[src/rtl/nco_pkg.sv]
// Shared definitions for the sine NCO: widths, FCW-holding FSM states,
// quadrant encoding and the quarter-wave phase fold.
package nco_pkg;

  localparam int ACC_W_DEF = 32;
  localparam int QPH_W     = 16;
  localparam int SAMPLE_W  = 17;

  typedef enum logic {
    FCW_EMPTY,
    FCW_PENDING
  } fcw_state_e;

  typedef enum logic [1:0] {
    QUAD_0 = 2'd0,
    QUAD_1 = 2'd1,
    QUAD_2 = 2'd2,
    QUAD_3 = 2'd3
  } quad_e;

  typedef struct packed {
    logic [QPH_W-1:0] qph;
    logic             sign;
  } fold_t;

  // Map the top 18 phase bits onto a 0..90 degree phase plus a sign.
  // Odd quadrants run backwards through the quarter wave; the lower half
  // of the circle is negated.
  function automatic fold_t fold_phase(input logic [QPH_W+1:0] top);
    fold_t            r;
    quad_e            quad;
    logic [QPH_W-1:0] frac;
    quad = quad_e'(top[QPH_W+1:QPH_W]);
    frac = top[QPH_W-1:0];
    case (quad)
      QUAD_0:  begin r.qph = frac;  r.sign = 1'b0; end
      QUAD_1:  begin r.qph = ~frac; r.sign = 1'b0; end
      QUAD_2:  begin r.qph = frac;  r.sign = 1'b1; end
      default: begin r.qph = ~frac; r.sign = 1'b1; end
    endcase
    return r;
  endfunction

endpackage

[src/rtl/sine_nco.sv]
// Sine NCO: phase accumulator with a double-buffered frequency word and a
// sync-to-zero request, folding each phase into a quarter-wave address for
// an external cordic and re-applying the sign to the returned magnitude.
module sine_nco
  import nco_pkg::*;
#(
  parameter int ACC_W = ACC_W_DEF
) (
  input  logic                       i_clk,
  input  logic                       i_rst,
  input  logic                       i_en,
  input  logic [ACC_W-1:0]           i_fcw,
  input  logic                       i_fcw_valid,
  output logic                       o_fcw_ready,
  input  logic                       i_sync,
  output logic [QPH_W-1:0]           o_qph,
  input  logic [QPH_W-1:0]           i_sin,
  output logic signed [SAMPLE_W-1:0] o_sample,
  output logic                       o_valid,
  input  logic                       i_ready
);

  fcw_state_e                 fcw_state_q;
  logic                       fcw_ready_q;
  logic [ACC_W-1:0]           fcw_hold_q;
  logic [ACC_W-1:0]           fcw_active_q;
  logic [ACC_W-1:0]           acc_q;
  logic [ACC_W-1:0]           acc_d;
  logic                       sync_q;
  logic                       v1_q;
  logic [QPH_W-1:0]           qph_q;
  logic                       sign_q;
  logic                       valid_q;
  logic signed [SAMPLE_W-1:0] sample_q;
  logic signed [SAMPLE_W-1:0] sample_d;

  logic                       advance;
  logic                       fire;
  logic                       apply;
  logic [ACC_W-1:0]           fcw_eff;
  logic [ACC_W-1:0]           phase;
  logic signed [SAMPLE_W-1:0] mag;
  fold_t                      fold_now;

  // Stall control, effective increment and the phase used for this sample.
  // A word applied this cycle already drives this cycle's increment, and a
  // pending sync replaces the accumulator with zero for the issued sample.
  always_comb begin
    advance  = !valid_q || i_ready;
    fire     = advance && i_en;
    apply    = fire && (fcw_state_q == FCW_PENDING);
    fcw_eff  = apply ? fcw_hold_q : fcw_active_q;
    phase    = sync_q ? '0 : acc_q;
    acc_d    = phase + fcw_eff;
    fold_now = fold_phase(phase[ACC_W-1 -: QPH_W+2]);
    mag      = signed'({1'b0, i_sin});
    sample_d = sign_q ? -mag : mag;
  end

  // FCW holding register: accept one word when empty, hand it over on the
  // next sample issue.
  always_ff @(posedge i_clk or posedge i_rst) begin
    if (i_rst) begin
      fcw_state_q  <= FCW_EMPTY;
      fcw_ready_q  <= 1'b1;
      fcw_hold_q   <= '0;
      fcw_active_q <= '0;
    end else begin
      case (fcw_state_q)
        FCW_EMPTY: begin
          if (i_fcw_valid) begin
            fcw_hold_q  <= i_fcw;
            fcw_state_q <= FCW_PENDING;
            fcw_ready_q <= 1'b0;
          end
        end
        default: begin
          if (fire) begin
            fcw_active_q <= fcw_hold_q;
            fcw_state_q  <= FCW_EMPTY;
            fcw_ready_q  <= 1'b1;
          end
        end
      endcase
    end
  end

  // Sticky sync request, consumed by the next issued sample.
  always_ff @(posedge i_clk or posedge i_rst) begin
    if (i_rst) begin
      sync_q <= 1'b0;
    end else begin
      sync_q <= (fire ? 1'b0 : sync_q) | i_sync;
    end
  end

  // Stage 1: advance the accumulator and register the folded phase.
  always_ff @(posedge i_clk or posedge i_rst) begin
    if (i_rst) begin
      acc_q  <= '0;
      v1_q   <= 1'b0;
      qph_q  <= '0;
      sign_q <= 1'b0;
    end else if (advance) begin
      v1_q <= i_en;
      if (i_en) begin
        acc_q  <= acc_d;
        qph_q  <= fold_now.qph;
        sign_q <= fold_now.sign;
      end
    end
  end

  // Stage 2: sign the cordic magnitude and present it downstream.
  always_ff @(posedge i_clk or posedge i_rst) begin
    if (i_rst) begin
      valid_q  <= 1'b0;
      sample_q <= '0;
    end else if (advance) begin
      valid_q  <= v1_q;
      sample_q <= sample_d;
    end
  end

  assign o_fcw_ready = fcw_ready_q;
  assign o_qph       = qph_q;
  assign o_sample    = sample_q;
  assign o_valid     = valid_q;

endmodule

[config.mk]
export PLATFORM = sky130hd
export DESIGN_NAME = sine_nco
export DESIGN_NICKNAME = d
export VERILOG_FILES = /design/src/rtl/nco_pkg.sv /design/src/rtl/sine_nco.sv
export SDC_FILE = /design/constraint.sdc
export NUM_CORES = 1
export LEC_CHECK = 0
export BUFFER_PORTS_ARGS = -buffer_cell sky130_fd_sc_hd__buf_2
export CAP_MARGIN = 5
export CORE_MARGIN = 1
export CORE_UTILIZATION = 56
export DETAILED_ROUTE_END_ITERATION = 6
export GPL_TIMING_DRIVEN = 1
export PLACE_DENSITY_LB_ADDON = 0.3
export SLEW_MARGIN = 20
export SYNTH_ARGS = -nofsm -noshare
export SYNTH_HDL_FRONTEND = slang
export SYNTH_SLANG_ARGS = --single-unit
[constraint.sdc]
create_clock -name i_clk -period 5.75 [get_ports i_clk]
set_input_delay 1.4375 -clock i_clk [delete_from_list [all_inputs] [get_ports i_clk]]
set_output_delay 1.4375 -clock i_clk [all_outputs]
set_load 0.01 [all_outputs]
**Word-level counts from Yosys, hierarchy flattened**

Cells that the tools add are included.

- Bits in registers: 135
- Latch bits: 0
- Bits in writable memories: 0
- ROM bits: 0
- Bits of input ports: 54
- Output and inout bits: 35
- Logic and storage cells: 40
- Memories kept: 0

- Add/sub/neg operators: 2
- $mul: 0
- Divide/modulo/power cells: 0
- $lt $le $gt $ge: 0
- Eq/ne operators: 3
- Shifts and indexed selects: 0
- Muxes and demuxes: 11
- Bitwise operators: 3
- Reductions and logical operators: 10

Operators with widths:

| operator | count |
|---|---|
| two-way mux 32 bit | 2 |
| one-hot mux 17 bit (3 select lines) | 1 |
| adder 32 bit | 1 |
| two-way mux 17 bit | 1 |
| negation 16 -> 17 bit | 1 |
| NOT 16 bit | 1 |
| AND reduction 2 bit | 4 |
| two-way mux 1 bit | 7 |
| equality test 2 x 1 -> 1 bit, second input constant | 1 |
| equality test 2 bit, second input constant | 1 |
| logical AND 1 bit | 2 |
| logical NOT 2 bit | 1 |
| inequality test 2 x 1 -> 1 bit, second input constant | 1 |
| nonzero test 2 bit | 1 |
| logical NOT 1 bit | 1 |
| logical OR 1 bit | 1 |
| NOT 1 bit | 1 |
| bitwise OR 1 bit | 1 |

**Logic depth before layout (Yosys ltp)**

Gate-level depths: netlist of the first run.

- Depth in word-level cells: 6
- Depth in mapped cells: 17
- Depth with buffers taken out: 14

**Least setup slack after synthesis of the first run**

OpenSTA, ideal clock, no wires.

- Kind: input -> register
- Start point: input i_ready
- End point: register acc_q[18]
- Library setup time: 130 ps
- Data arrival time: 4,680 ps
- Required time: 5,620 ps
- Slack: 940 ps
- Stages on the path: 17
- Buffers on the path: 3
- Cell sequence: nor2b_1 > nor2b_1 > buf_2 > nand2_1 > buf_2 > buf_2 > mux2_2 > ha_1 > fa_1 > a21o_1 > a21oi_2 > o211ai_2 > a21oi_1 > o21ai_1 > a311oi_1 > xor2_1 > o21ai_1

- Cells in the longest elaborated chain, start to end: 5
- Elaborated cells between the ends (all ways): 6
- Classes of those cells: add/sub: 1; mux: 1; reduce/logical: 4

Ends and longest elaborated chain:

| element | RTL line | source |
|---|---|---|
| start, declared | sine_nco.sv:20 | `input logic i_ready` |
| logical OR 1 bit * | sine_nco.sv:49 | `advance = !valid_q \|\| i_ready;` |
| logical AND 1 bit | sine_nco.sv:50 | `fire = advance && i_en;` |
| logical AND 1 bit | sine_nco.sv:51 | `apply = fire && (fcw_state_q == FCW_PENDING);` |
| two-way mux 32 bit | sine_nco.sv:52 | `fcw_eff = apply ? fcw_hold_q : fcw_active_q;` |
| adder 32 bit | sine_nco.sv:54 | `acc_d = phase + fcw_eff;` |
| end signal, assigned | sine_nco.sv:100 | `acc_q <= '0;` |
| end signal, assigned | sine_nco.sv:107 | `acc_q <= acc_d;` |
| end, declared | sine_nco.sv:27 | `logic [ACC_W-1:0] acc_q;` |

Every way passes the cells marked *; elsewhere a longest branch is shown, timed or not.
A chain may end at the register's enable or synchronous reset.

**Final worst setup path of the first run**

- Start point: input i_ready
- End point: register acc_q[30]

Same word-level chain as after synthesis.

==> results.yml, run 1 <==
die:
  core-area_mm2: 0.0132
  start_util_pct: 57.4
  fp.dieH_um: 118
  die_w_um: 118
  die_area_mm2: 0.0140
  pin_count: 89
  num_rows: 42
timing:
  relSlewSlack_pct: 33.6
  setup_tns_ps: 0
  timing.fmax_ghz: 0.215
  slew_viol_final: 0
  setup_viol: 0
  timing.final.crit_period_ps: 4640
  timing.hold.ws_ps: 467
  final_hold_viol_count: 0
  clock-skew-final_ps: 4.72
  worst_pin_slew_ps: 996
  rsz0062_at_grt: "false"
  period_share_pct: 80.7
logic_synthesis:
  synth-seq-cells: 135
  synth_warnings: 0
  synth_compound_area_share_pct: 15.9
  synth.cell_area_mm2: 0.00757
  seq_area_frac_synth_pct: 44.6
  yosys.area_share.adder_pct: 5.88
  synth-async-reset-ratio_pct: 100
  synth_xor_area_share_pct: 6.59
  synth.top_cells.by_area: "dfrtp_1 (44%), mux2_2 (12%), ha_1 (5.6%)"
  synth_top_area_share_pct: 44.3
  synth_top_area_cell: "dfrtp_1"
  avgSynthCellArea_um2: 10.5
  yosys_most_used_dff: "dfrtp_1"
  synth.net_count: 812
  synth_top_family_by_area: "compound AO/OA/AOI/OAI gates"
  synthMuxAreaShare_pct: 12.6
  synth_edf_count: 0
  synthCells: 723
  ys_types: 59
  synth_simple_gate_area_share_pct: 11.9
final_layout:
  fin_nets: 891
  area.growth.synth_to_final_pct: 17.1
  drive_above_1_share_pct: 29.4
  n_antenna_cell: 0
  fillers: 1048
  regArea_mm2: 0.00338
  multiInputGateArea_mm2: 0.00402
clock_network:
  cts_tree: "built"
  clockRootBuffer: "clkbuf_16"
  clkSinkCount: 135
  numCtsBuffers: 17
  post_cts_buffers: 0
  cts_resized: 0
  clk_path_buf_depth: 2
  clkSlewWorstSetupHoldPaths_ps: 60
  cts_htree_levels: 4
  clk_latency_ps: 420
  hold_buffers: 0
power:
  power.leakage_uw: 0.00403
  ir_drop_v: 0.000266
  power.total_uw: 4660
  p_per_area_mw_per_mm2: 525
route:
  final_antenna_net_count: 0
  wire_per_inst_um: 16.0
  routed_wl_um: 15800
  drc_errors: 0
  dr.pass1.iters: 4
  vias: 5545
  drt_iter0_drc: 219
  via_per_inst: 5.60
critical_path:
  rrSetupSlack_ps: 1840
  startpoint_type: "input port"
  worstReg2RegEnd: "acc_q[30]$_DFFE_PP0N_"
  ff2ff_path_depth: 15
  endpoint_kind: "flop"
  crit_path_end: "acc_q[30]$_DFFE_PP0N_"
  setup.worst_path.start: "i_ready"
  cp.arrival_ps: 4940
  cp.required_ps: 6050
  critPathKind: "in -> reg"
  worstReg2RegStart: "o_valid$_DFFE_PP0N_"
  cp_max_fo: 38
global_routing:
  antenna_found_initial: 0
  globalRouteTotalUtil_pct: 24.1
  grt_pass1_wl_um: 26700
  overflow: 0
  grt_max_degree: 57
  grt_pass1_vias: 5605
min_path:
  hp-class: "reg -> reg"
place:
  gp_congestion: 0.909
  dp_hpwl_um: 11300
  port_buffers: 88
run:
  drv_cap: 0
status:
  status: "completed"
-- layout by cell type, fill, tap and decap left out, drive strengths merged, types with 6 or more instances in the layout --
cell / n
a21o: 17
a21oi: 31
buf: 96
bufinv: 7
clkbuf: 17
dfrtp: 134
ha: 34
inv: 13
mux2: 81
nand2: 95
nand3: 8
nor2: 18
nor2b: 38
nor3: 6
o21ai: 65
o31ai: 20
xnor2: 30
xor2: 27
-- power breakdown --
part	internal, uW	switching (uW)	total (uW)	leakage [uW]
sequential	1320	249	1570	0.00163
clock	860	420	1280	0.000330
combinational	847	958	1810	0.00206
total	3030	1630	4660	0.00403
-- worst min path at each step --
| stage | cells past startpoint | startpoint | slack (ps) | end |
|---|---|---|---|---|
| global route | 1 | v1_q$_DFFE_PP0N_ | 490 | o_valid$_DFFE_PP0N_ |
| detailed placement | 2 | o_qph[11]$_DFFE_PP0N_ | 460 | o_qph[11]$_DFFE_PP0N_ |
| CTS | 2 | o_qph[11]$_DFFE_PP0N_ | 470 | o_qph[11]$_DFFE_PP0N_ |
| finish | 2 | o_qph[11]$_DFFE_PP0N_ | 470 | o_qph[11]$_DFFE_PP0N_ |
| global placement | 1 | v1_q$_DFFE_PP0N_ | 450 | o_valid$_DFFE_PP0N_ |
| floorplan | 2 | acc_q[0]$_DFFE_PP0N_ | 440 | acc_q[0]$_DFFE_PP0N_ |
-- Yosys cell counts (15+ instances only) --
cell type  number
o31ai_1        19
a21oi_1        24
nor2_1         18
ha_1           34
nor2b_1        38
a21o_1         17
mux2_2         81
xnor2_1        30
o21ai_0        47
nand2_1        95
clkbuf_1       27
o21ai_1        15
xor2_1         27
dfrtp_1       134
-- area by class of cell --
class / instances / share of cell area [%]
Clock buffer: 17 / 4.80
Sequential cell: 135 / 38.1
Tap cell: 176 / 2.48
Multi-Input combinational cell: 541 / 45.3
Clock inverter: 15 / 3.08
Inverter: 11 / 0.494
Timing Repair Buffer: 96 / 5.78
-- worst max-delay path, cell delays in order --
cell and delay [ps]:
buf_2 110, nor2b_2 180, nor2b_1 70, buf_4 180, nand2_2 320, buf_12 280
mux2_2 370, ha_1 370, a21oi_1 210, o21ai_1 120, or3b_1 410, a21oi_2 180
o21ai_2 130, a21oi_4 160, o21ai_1 100, a221o_1 300
-- per-stage QoR --
step | worst slack (ps) | area [um^2] | std cells | utilization (%)
finish | 1110 | 8870 | 991 | 67.2
global route | 891 | 8870 | 991 | 67.2
CTS | 1160 | 8870 | 991 | 67.2
detailed placement | 734 | 8170 | 959 | 62.0
global placement | 808 | 8170 | 959 | 62.0
floorplan | 703 | 7570 | 723 | -
-- routing by layer --
metal / routed length [um] / global-route usage, %
met1: 6650 / 28.2
met2: 8310 / 42.7
met3: 517 / 5.60
met4: 352 / 9.38
met5: 0 / 0
-- registers in the layout, indices dropped and copies added, names as in the netlist --
| signal | flops |
|---|---|
| fcw_hold_q | 32 |
| v1_q | 1 |
| o_fcw_ready | 1 |
| sync_q | 1 |
| fcw_state_q | 1 |
| fcw_active_q | 32 |
| o_qph | 16 |
| sign_q | 1 |
| o_sample | 17 |
| o_valid | 1 |
| acc_q | 32 |
-- cell families after synthesis --
group | Yosys count
AOI/OAI and AO/OA | 175
muxes | 85
buffers and inverters | 47
DFF | 135
xor gates and xnor gates | 57
and+or+nand+nor | 189
adders and majority gates | 35
Note: power is estimated with default switching activity, not from simulation.
==> run 2: changes to the inputs <==
- CORE_UTILIZATION: 56 -> 53
- clock period: 5.75 -> 4.23 ns (I/O delays scaled with it)
==> run 2 against run 1 <==
Non-clock buffer count increased by 13. Sequential share of layout area decreased by 0.18 points. Cell area grew 0.47%. Sequential power increased by 35%. Via count rose by 1.2%.
==> results.yml, run 2 (synthesis results as in run 1) <==
status:
  status: "completed"
critical_path:
  startpoint_type: "input port"
  path_buf_inv: 2
  cp_max_fo: 23
  path_depth: 15
  rrSetupSlack_ps: 730
  cp_slowest_cell: "or3b_1"
  critPathTopFamily: "compound AO/OA/AOI/OAI gates"
  cp.arrival_ps: 4050
  endpoint_kind: "flop"
  critPathMaxStageDelay_ps: 400
  worstReg2RegStart: "o_valid$_DFFE_PP0N_"
  cp.required_ps: 4510
  worstReg2RegEnd: "acc_q[22]$_DFFE_PP0N_"
  ff2ff_path_depth: 14
  worstPathCellList: "buf_2 -> nor2b_2 -> nor2b_1 -> nand2_2 -> buf_12 -> mux2_2 -> ha_1 -> a21o_1 -> a21oi_2 -> or3b_1 -> a21o_1 -> a41oi_2 -> o21ai_1 -> xnor2_1 -> o21ai_1"
  critPathKind: "in -> reg"
power:
  p_per_area_mw_per_mm2: 689
  ir_drop_v: 0.000554
  p_int_uw: 3940
  seq_power_share_pct: 34.5
  p_clk_share_pct: 24.4
  pwr-share-comb_pct: 41.1
  power.switching_uw: 2190
  switching_share_pct: 35.7
  power.leakage_uw: 0.00406
final_layout:
  fin_nets: 904
  fillers: 1115
  final_cell_mix: "dfrtp_1 (134), nand2_1 (94), buf_2 (88), mux2_2 (81), o21ai_0 (47)"
  final_common_cell: "dfrtp_1"
  multiInputGateArea_mm2: 0.00402
  regArea_mm2: 0.00338
  final_util_pct: 63.9
  final_area_mm2: 0.00891
  top_regs: "acc_q (32), fcw_active_q (32), fcw_hold_q (32)"
  area.growth.synth_to_final_pct: 17.7
  drive_above_1_share_pct: 30.4
  n_antenna_cell: 0
timing:
  timing.hold.ws_ps: 468
  setup_viol: 0
  period_share_pct: 89.2
  clock-skew-final_ps: 10.0
  slew_viol_final: 0
  timing.fmax_ghz: 0.265
  timing.final.crit_period_ps: 3780
  final_hold_viol_count: 0
  relSlewSlack_pct: 40.3
  worst_pin_slew_ps: 896
  setup_tns_ps: 0
  rsz0062_at_grt: "false"
route:
  routed_wl_um: 15900
  drt_iter0_drc: 279
  vias: 5614
  final_antenna_net_count: 0
  drc_errors: 0
  via_per_inst: 5.57
  wire_per_inst_um: 15.7
  dr.pass1.iters: 5
die:
  start_util_pct: 54.4
  die_w_um: 122
  fp.dieH_um: 122
  pin_count: 89
  core-area_mm2: 0.0139
  die_area_mm2: 0.0148
  num_rows: 43
global_routing:
  grt_pass1_wl_um: 26100
  grt_max_degree: 67
  globalRouteTotalUtil_pct: 22.9
  grt_pass1_vias: 5651
  antenna_found_initial: 0
  overflow: 0
run:
  drv_cap: 0
clock_network:
  post_cts_buffers: 0
  numCtsBuffers: 17
  clkSinkCount: 135
  hold_buffers: 0
  clk_latency_ps: 420
  clockRootBuffer: "clkbuf_16"
  cts_tree: "built"
  clk_path_buf_depth: 2
  cts_htree_levels: 4
  cts_resized: 0
  clkSlewWorstSetupHoldPaths_ps: 60
min_path:
  whs_path_depth: 2
  min_from: "acc_q[0]$_DFFE_PP0N_"
  hp-class: "reg -> reg"
  holdPathEnd: "acc_q[0]$_DFFE_PP0N_"
place:
  port_buffers: 88
  placed_area_mm2: 0.00831
  dp_hpwl_um: 11500
  gp_congestion: 0.972
==> run 2: cell types whose count changed in the layout (fill, tap and decap cells not counted) <==
cell,change
buf_4,+10
clkbuf_1,+1
inv_4,-1
clkinv_2,+4
inv_6,-2
bufinv_16,-4
buf_12,+3
clkinvlp_4,+1
clkbuf_8,+1
==> run 2: metal layers <==
| layer | track usage [%] | vias to the layer above | part of all wire [%] |
|---|---|---|---|
| met5 | 0 | - | 0 |
| met4 | 11.7 | 0 | 3.2 |
| met3 | 5.06 | 44 | 3.4 |
| met2 | 40.9 | 107 | 52 |
| met1 | 25.4 | 2721 | 42 |
| li1 | - | 2742 | - |
==> run 2: final cells by class <==
| type | count | area share, % |
|---|---|---|
| Tap cell | 180 | 2.53 |
| Timing Repair Buffer | 109 | 7.27 |
| Inverter | 11 | 0.505 |
| Clock buffer | 19 | 4.97 |
| Sequential cell | 135 | 37.9 |
| Clock inverter | 13 | 1.74 |
| Multi-Input combinational cell | 541 | 45.1 |
==> run 2: through the flow <==
step / worst slack (ps) / cells / total power (uW)
final: 455 / 1008 / 6140
after global placement: 110 / 976 / 4570
after global routing: 271 / 1008 / 6550
after detailed placement: 49.7 / 976 / 4650
after CTS: 470 / 1008 / 6180
after floorplan: 19.2 / 723 / 3980
==> run 2: worst max path at each step <==
stage,startpoint,endpoint,slack [ps]
floorplan,i_ready,acc_q[18]$_DFFE_PP0N_,20
global placement,i_ready,acc_q[22]$_DFFE_PP0N_,110
detailed placement,i_ready,acc_q[22]$_DFFE_PP0N_,50
CTS,i_ready,acc_q[22]$_DFFE_PP0N_,470
finish,i_ready,acc_q[22]$_DFFE_PP0N_,450
global route,i_ready,acc_q[18]$_DFFE_PP0N_,270
==> run 2: power by group through the flow <==
stage               clock [uW]  sequential, uW  combinational, uW
CTS                       1530            2120               2530
global route              1580            2190               2790
detailed placement           0            2140               2510
global placement             0            2110               2450
finish                    1500            2120               2520
floorplan                    0            2060               1920
==> run 2: worst reg2reg max path, cell delays in order, from the launching register on <==
cell and delay (ps):
dfrtp_1 380, nor2b_2 160, nor2b_1 190, nand2_2 130, buf_12 180, mux2_2 310, ha_1 390, a21o_1 230
a21oi_2 140, or3b_1 400, a21o_1 210, a41oi_2 240, o21ai_1 120, xnor2_1 190, o21ai_1 80
==> run 3: changes to the inputs <==
- CORE_UTILIZATION: 53 -> 50
==> run 3 against run 2 <==
Global-route usage fell by 0.99 points. Wire length rose by 0.67%. Critical endpoint is now acc_q[31]$_DFFE_PP0N_. Die area rose by 5.9%. Critical path depth did not move. Worst setup slack got worse by 11 ps. Cell area rose by 0.80%. Hold slack got worse by 4.6 ps.
==> results.yml, run 3 (synthesis results as in run 1) <==
status:
  status: "completed"
critical_path:
  endpoint_kind: "flop"
  rrSetupSlack_ps: 740
  worstReg2RegStart: "o_valid$_DFFE_PP0N_"
  critPathKind: "in -> reg"
  ff2ff_path_depth: 14
  worstReg2RegEnd: "acc_q[31]$_DFFE_PP0N_"
  startpoint_type: "input port"
  cp_max_fo: 23
  cp.required_ps: 4520
  cp.arrival_ps: 4080
timing:
  worst_pin_slew_ps: 861
  relSlewSlack_pct: 42.6
  period_share_pct: 89.5
  timing.hold.ws_ps: 463
  rsz0062_at_grt: "false"
  timing.final.crit_period_ps: 3790
  slew_viol_final: 0
  clock-skew-final_ps: 6.19
  timing.fmax_ghz: 0.264
  final_hold_viol_count: 0
  setup_viol: 0
  setup_tns_ps: 0
final_layout:
  top_regs: "acc_q (32), fcw_active_q (32), fcw_hold_q (32)"
  final_util_pct: 61.3
  drive_above_1_share_pct: 31.2
  finalNonFillerCells: 1020
  fin_nets: 912
  area.growth.synth_to_final_pct: 18.6
  final_common_cell: "dfrtp_1"
  n_antenna_cell: 0
  final_cell_mix: "dfrtp_1 (134), nand2_1 (94), buf_2 (88), mux2_2 (81), o21ai_0 (47)"
  fillers: 1244
min_path:
  whs_path_depth: 1
  holdPathEnd: "o_valid$_DFFE_PP0N_"
  min_from: "v1_q$_DFFE_PP0N_"
  hp-class: "reg -> reg"
clock_network:
  cts_resized: 0
  clk_latency_ps: 420
  clockRootBuffer: "clkbuf_16"
  post_cts_buffers: 0
  clkSinkCount: 135
  cts_htree_levels: 4
  hold_buffers: 0
  clk_path_buf_depth: 2
  numCtsBuffers: 17
  cts_tree: "built"
  clkSlewWorstSetupHoldPaths_ps: 60
place:
  dp_hpwl_um: 11900
  port_buffers: 88
  gp_congestion: 0.908
  placedCellCount: 988
run:
  drv_cap: 0
power:
  ir_drop_v: 0.000442
  power.leakage_uw: 0.00409
  p_per_area_mw_per_mm2: 691
route:
  drc_errors: 0
  dr.pass1.iters: 6
  via_per_inst: 5.46
  vias: 5566
  wire_per_inst_um: 15.6
  routed_wl_um: 16000
  drt_iter0_drc: 258
  final_antenna_net_count: 0
die:
  core-area_mm2: 0.0146
  start_util_pct: 51.7
  num_rows: 44
  pin_count: 89
  fp.dieH_um: 125
  die_w_um: 125
  die_area_mm2: 0.0156
global_routing:
  antenna_found_initial: 0
  grt_pass1_vias: 5817
  globalRouteTotalUtil_pct: 21.9
  grt_pass1_wl_um: 27400
  overflow: 0
  grt_max_degree: 78
[run 3: cell types whose count changed in the layout (fill, tap and decap cells not counted), sizes merged]
cell    previous run  this run
buf              109       117
clkbuf            19        17
clkinv             7         3
inv               10        16
[run 3: metrics by stage]
| step | total power, uW | setup slack (ps) | area [um^2] |
|---|---|---|---|
| after floorplan | 3980 | 19.2 | 7590 |
| after global placement | 4610 | 142 | 8370 |
| after detailed placement | 4690 | 49.2 | 8370 |
| after CTS | 6260 | 472 | 8980 |
| after global routing | 6640 | 264 | 8980 |
| final | 6210 | 444 | 8980 |
[run 3: worst max path at each step]
| stage | start | to | depth (start not counted) |
|---|---|---|---|
| after floorplan | i_ready | acc_q[18]$_DFFE_PP0N_ | 17 |
| after global placement | i_ready | acc_q[31]$_DFFE_PP0N_ | 15 |
| after detailed placement | i_ready | acc_q[31]$_DFFE_PP0N_ | 15 |
| after CTS | i_ready | acc_q[31]$_DFFE_PP0N_ | 15 |
| after global routing | i_ready | acc_q[31]$_DFFE_PP0N_ | 15 |
| final | i_ready | acc_q[31]$_DFFE_PP0N_ | 15 |
[run 3: report_power, final]
part | internal (uW) | switching (uW) | leakage [uW]
Clock | 940 | 604 | 0.000292
Sequential | 1790 | 316 | 0.00163
Combinational | 1230 | 1320 | 0.00217
Total | 3970 | 2240 | 0.00409
[run 3: layout make-up]
class,count,area [um^2],area share (%)
Timing Repair Buffer,117,696,7.74
Tap cell,184,230,2.56
Sequential cell,135,3380,37.6
Inverter,11,45.0,0.501
Multi-Input combinational cell,541,4020,44.7
Clock buffer,17,425,4.74
Clock inverter,15,191,2.13
[run 3: per-layer routing]
metal  up-vias  GRT usage, %  wire length [um]  part of all wire (%)
met5         -             0                 0                     0
met4         0          9.61               389                   2.4
met3        25          4.19               412                   2.6
met2        86          38.8              8250                    52
met1      2704          25.9              6900                    43
li1       2751             -                 -                     -
[run 3: worst max-delay path: stages]
cell,delay [ps]
buf_2,100
nor2b_2,130
nor2b_1,80
nand2_2,100
buf_12,180
mux2_2,370
ha_1,420
nand4_2,170
nor3_2,190
a21oi_1,150
o31ai_4,380
a21oi_4,120
o221ai_1,220
mux2i_1,280
o211ai_2,100
